===== src/rtl/weight_update_unit.sv =====
// Serial gradient-descent weight update: one shared multiplier walks the eight
// weights over eight cycles, then publishes the new vector with a done pulse.
module weight_update_unit #(
    parameter int LR_SHIFT = 10,
    parameter int CNT_W    = 8
) (
    input  logic             clk_i,
    input  logic             rst_i,
    input  logic             start_i,
    input  logic [22:0]      final_i,
    input  logic [3:0]       target_i,
    input  logic [63:0]      weights_i,
    input  logic [9:0]       x0_i,
    input  logic [9:0]       x1_i,
    input  logic [9:0]       x2_i,
    input  logic [9:0]       x3_i,
    input  logic [9:0]       x4_i,
    input  logic [9:0]       x5_i,
    input  logic [9:0]       x6_i,
    input  logic [9:0]       x7_i,
    output logic [63:0]      weights_o,
    output logic             busy_o,
    output logic             done_o,
    output logic [CNT_W-1:0] update_cnt_o
);

    typedef enum logic [1:0] {IDLE, UPDATE, DONE} state_t;

    state_t      state;
    logic [2:0]  idx;
    logic [22:0] final_q;
    logic [3:0]  target_q;
    logic [7:0]  w_q [8];
    logic [9:0]  x_q [8];
    logic [9:0]  x_in [8];

    logic signed [23:0] err;
    logic signed [34:0] prod;
    logic signed [34:0] delta;
    logic signed [35:0] wn;
    logic [7:0]         w_new;
    logic [63:0]        w_vec_next;

    always_comb begin
        x_in[0] = x0_i;
        x_in[1] = x1_i;
        x_in[2] = x2_i;
        x_in[3] = x3_i;
        x_in[4] = x4_i;
        x_in[5] = x5_i;
        x_in[6] = x6_i;
        x_in[7] = x7_i;
    end

    // Single multiplier shared across lanes, steered by idx.
    always_comb begin
        err   = $signed({1'b0, final_q}) - $signed({20'b0, target_q});
        prod  = err * $signed({1'b0, x_q[idx]});
        delta = prod >>> LR_SHIFT;
        wn    = $signed({28'b0, w_q[idx]}) - $signed({delta[34], delta});
        if (wn[35])
            w_new = 8'h00;
        else if (|wn[34:8])
            w_new = 8'hFF;
        else
            w_new = wn[7:0];
    end

    // Working vector with the current lane replaced, so lane 7 is included on publish.
    always_comb begin
        w_vec_next = '0;
        for (int unsigned k = 0; k < 8; k++)
            w_vec_next[k*8 +: 8] = (idx == 3'(k)) ? w_new : w_q[k];
    end

    always_ff @(posedge clk_i) begin
        if (!rst_i) begin
            state        <= IDLE;
            idx          <= '0;
            final_q      <= '0;
            target_q     <= '0;
            for (int unsigned k = 0; k < 8; k++) begin
                w_q[k] <= '0;
                x_q[k] <= '0;
            end
            weights_o    <= '0;
            busy_o       <= 1'b0;
            done_o       <= 1'b0;
            update_cnt_o <= '0;
        end else begin
            case (state)
                IDLE: begin
                    done_o <= 1'b0;
                    if (start_i) begin
                        final_q  <= final_i;
                        target_q <= target_i;
                        for (int unsigned k = 0; k < 8; k++) begin
                            w_q[k] <= weights_i[k*8 +: 8];
                            x_q[k] <= x_in[k];
                        end
                        idx    <= '0;
                        busy_o <= 1'b1;
                        state  <= UPDATE;
                    end
                end
                UPDATE: begin
                    w_q[idx] <= w_new;
                    idx      <= idx + 3'd1;
                    if (idx == 3'd7) begin
                        weights_o <= w_vec_next;
                        busy_o    <= 1'b0;
                        done_o    <= 1'b1;
                        state     <= DONE;
                    end
                end
                DONE: begin
                    done_o <= 1'b0;
                    if (update_cnt_o != '1)
                        update_cnt_o <= update_cnt_o + 1'b1;
                    state <= IDLE;
                end
                default: state <= IDLE;
            endcase
        end
    end

endmodule


===== config.mk =====
export PLATFORM = sky130hd
export DESIGN_NAME = weight_update_unit
export DESIGN_NICKNAME = d
export VERILOG_FILES = /design/src/rtl/weight_update_unit.sv
export SDC_FILE = /design/constraint.sdc
export NUM_CORES = 1
export LEC_CHECK = 0
export BUFFER_PORTS_ARGS = -buffer_cell sky130_fd_sc_hd__clkbuf_2
export CAP_MARGIN = 30
export CORE_ASPECT_RATIO = 1.25
export CORE_UTILIZATION = 46
export CTS_CLUSTER_DIAMETER = 120
export DETAILED_ROUTE_END_ITERATION = 10
export HOLD_SLACK_MARGIN = 0.12
export PLACE_DENSITY = 0.69
export REMOVE_ABC_BUFFERS = 1
export SKIP_CTS_REPAIR_TIMING = 1
export SLEW_MARGIN = 30
export SYNTH_ARGS = -nofsm -noshare
export SYNTH_HDL_FRONTEND = slang
export SYNTH_SLANG_ARGS = --single-unit

===== constraint.sdc =====
create_clock -name clk_i -period 27.9 [get_ports clk_i]
set_input_delay 4.185 -clock clk_i [delete_from_list [all_inputs] [get_ports clk_i]]
set_output_delay 4.185 -clock clk_i [all_outputs]
set_load 0.02 [all_outputs]

==> flow_metrics.tcl <==
set metrics [dict create \
    status "finished with violations" \
    violations "design-rule violations" \
    post-route-period-util_pct 40.5 \
    synthTopCellsByCount "nand2_1 (419), inv_1 (232), fa_1 (210)" \
    min-delay-start "weights_o[50]$_SDFFE_PN0P_" \
    gr-usage-met2_pct 43.9 \
    finalWirelength_um 55400 \
    drive_gt1_share_pct 16.9 \
    grt_pass1_vias 16879 \
    fillers 4005 \
    synth_area_leaders "edfxtp_1 (21%), fa_1 (20%), dfxtp_1 (10%)" \
    via_count 16263 \
    leakage_nw 10.1 \
    antenna_cells 0 \
    dpl.hpwl_um 43200 \
    num_rows 86 \
    slew_violations 0 \
    synth_warnings 0 \
    seq_area_frac_synth_pct 31.2 \
    worstSetupEndpointType "flop" \
    post-synth-top-count-cell "nand2_1" \
    final.min_clock_period_ns 11.29 \
    worstReg2RegStart "target_q[1]$_SDFFE_PN0P_" \
    dieArea_sq_mm 0.0462 \
    die_x_um 192 \
    grt_pass1_wl_um 89200 \
    cts.sinks 253 \
    grt_usage_pct 24.7 \
    finalHoldViolations 0 \
    timing.rr.end "w_q[0][5]$_DFFE_PP_" \
    reg2regPathDepth 35 \
    hp-class "reg -> reg" \
    use_met1_pct 30.3 \
    dp_slack_ns 16.60 \
    slew_headroom_pct 30.0 \
    gp_congestion 0.922 \
    start_util_pct 46.9 \
    peakVddDrop_v 0.0000499 \
    slowest_delay_ns 0.73 \
    fin_tns_setup_ns 0 \
    finalWorstSetupSlack_ns 16.61 \
    synth-edff-count 144 \
    grt_max_degree 94 \
    htree_num_levels 1 \
    fin_worst_skew_ns 0.0141 \
    met3_usage_pct 2.98 \
    grt-ovfl-total 0 \
    die_y_um 240 \
    pin_count 248 \
    setup_viol 0 \
    via_per_inst 5.52 \
    synthFlopType "edfxtp_1" \
    cts_buffer_depth 3 \
    critPathLaunchType "flop" \
    cts_root_buf "clkbuf_16" \
    synth_top_area_share_pct 20.7 \
    firstDrtPassIters 10 \
    fin_nets 2825 \
    port_buffers 247 \
    power_density_mw_per_mm2 78.1 \
    path_clk_slew_ns 0.06 \
    holdPathStages 2 \
    async_reset_ff_share_pct 0 \
    syn_area_sq_mm 0.0209 \
    cts_made_buffers 27 \
    cp.required_ns 28.21 \
    cp.arrival_ns 11.60 \
    critPathSlowestCell "a211oi_1" \
    whs_endpoint "weights_o[50]$_SDFFE_PN0P_" \
    fmax_mhz 88.6 \
    wire_per_inst_um 18.8 \
    regArea_sq_mm 0.00651 \
    r2r_slack_ns 16.61 \
    cp_max_fo 9 \
    ys_types 69 \
    max_cap_violations 0 \
    path_class "reg -> reg" \
    drc_errors 5 \
    cts_tree "done" \
    clkLatencyLatePin_ns 0.58 \
    rsz0062_at_grt "no" \
    ant_nets 0 \
    syn2layout_area_growth_pct 12.5 \
    drt_iter0_markers 875 \
    core_area_sq_mm 0.0444 \
    synthCells 2163 \
    cpMostUsedCell "fa_1" \
    antenna_found_initial 0 \
    syn_avg_cell_area_sq_um 9.65 \
    multi_input_area_sq_mm 0.0131 \
    top_usage_layer "met2" \
    ys_seq_elements 253 \
    yosysTopAreaCell "edfxtp_1" \
    worst_pin_slew_ns 1.04 \
]
-- through the flow --
stage	util (%)	total power, mW	hold WS (ns)	area, sq um	std cells
4_1_cts	52.7	1.83	0.471	23400	2945
3_5_place_dp	50.8	1.46	0.462	22600	2895
6_report	52.8	1.83	0.470	23500	2945
2_1_floorplan	-	1.21	0.443	20500	2062
3_3_place_gp	50.7	1.45	0.456	22600	2895
5_1_grt	52.8	1.98	0.489	23500	2945
-- worst max path at each step --
stage,start,to,slack (ns),cells past startpoint
6_report,target_q[1]$_SDFFE_PN0P_,w_q[0][5]$_DFFE_PP_,16.61,35
5_1_grt,target_q[1]$_SDFFE_PN0P_,w_q[2][5]$_DFFE_PP_,16.05,32
4_1_cts,target_q[1]$_SDFFE_PN0P_,w_q[0][5]$_DFFE_PP_,16.58,32
3_5_place_dp,target_q[1]$_SDFFE_PN0P_,w_q[0][5]$_DFFE_PP_,16.60,32
3_3_place_gp,target_q[1]$_SDFFE_PN0P_,w_q[4][5]$_DFFE_PP_,16.78,32
2_1_floorplan,flop,w_q[0][2]$_DFFE_PP_,17.42,30
-- flip-flops by register name, indices dropped and copies added (netlist names), named ones only --
name	cells
busy_o	1
done_o	1
final_q	23
idx	3
state	2
target_q	4
update_cnt_o	8
w_q	64
weights_o	64
x_q	80
-- per-layer routing --
layer | share of wire, % | wire (um)
met1 | 39 | 21500
met2 | 52 | 28800
met3 | 5.7 | 3130
met4 | 3.6 | 2010
met5 | 0 | 0
-- kinds of logic after synthesis --
logic type                 after synthesis  share of synthesized area (%)
buffers and inverters                  333                           6.09
AOI/OAI and AO/OA                      318                           9.93
DFF                                    253                           31.2
adders and majority gates              299                           25.5
muxes                                   78                           6.06
and+or+nand+nor                        811                           18.2
xor gates and xnor gates                71                           3.05
-- worst max-delay path, delay by kind of cell, from the launching register on --
| kind | cells | cell delay [ns] |
|---|---|---|
| adders and majority gates | 8 | 3.82 |
| DFF | 1 | 0.37 |
| and+or+nand+nor | 9 | 1.92 |
| AOI/OAI and AO/OA | 11 | 3.75 |
| buffers and inverters | 4 | 0.22 |
| xor gates and xnor gates | 3 | 0.92 |
-- placed cells by master (no fill, tap or decap), types with 9 or more instances in the layout --
master and n:
nor2_1 130, xnor2_1 40, nand3_1 19, ha_1 89
and2_1 54, o21ai_0 46, nor2b_1 27, a21oi_1 45
buf_4 14, xor2_1 29, nor4_1 10, nand2b_1 12
o21ai_1 66, nand4_1 19, edfxtp_1 144, mux2_2 21
mux4_2 36, clkbuf_2 246, dfxtp_1 107, a21boi_0 86
clkbuf_16 27, nand2_1 417, fa_1 210, mux2i_1 17
a21o_1 14, a211oi_1 9, and3_1 69, inv_1 231
-- area by class of cell --
type | instances | area share [%]
clock buffer | 29 | 2.95
clock inverter | 21 | 0.810
inverter | 232 | 3.71
multi-input combinational | 1577 | 56.0
sequential | 253 | 27.7
tap | 572 | 3.05
timing repair buffer | 261 | 5.74
-- power by group --
part	internal [mW]	switching, mW	total (mW)
combinational	0.387	0.660	1.05
sequential	0.416	0.0105	0.426
clock	0.201	0.159	0.360
total	1.00	0.830	1.83
Note: power is estimated with default switching activity, not from simulation.
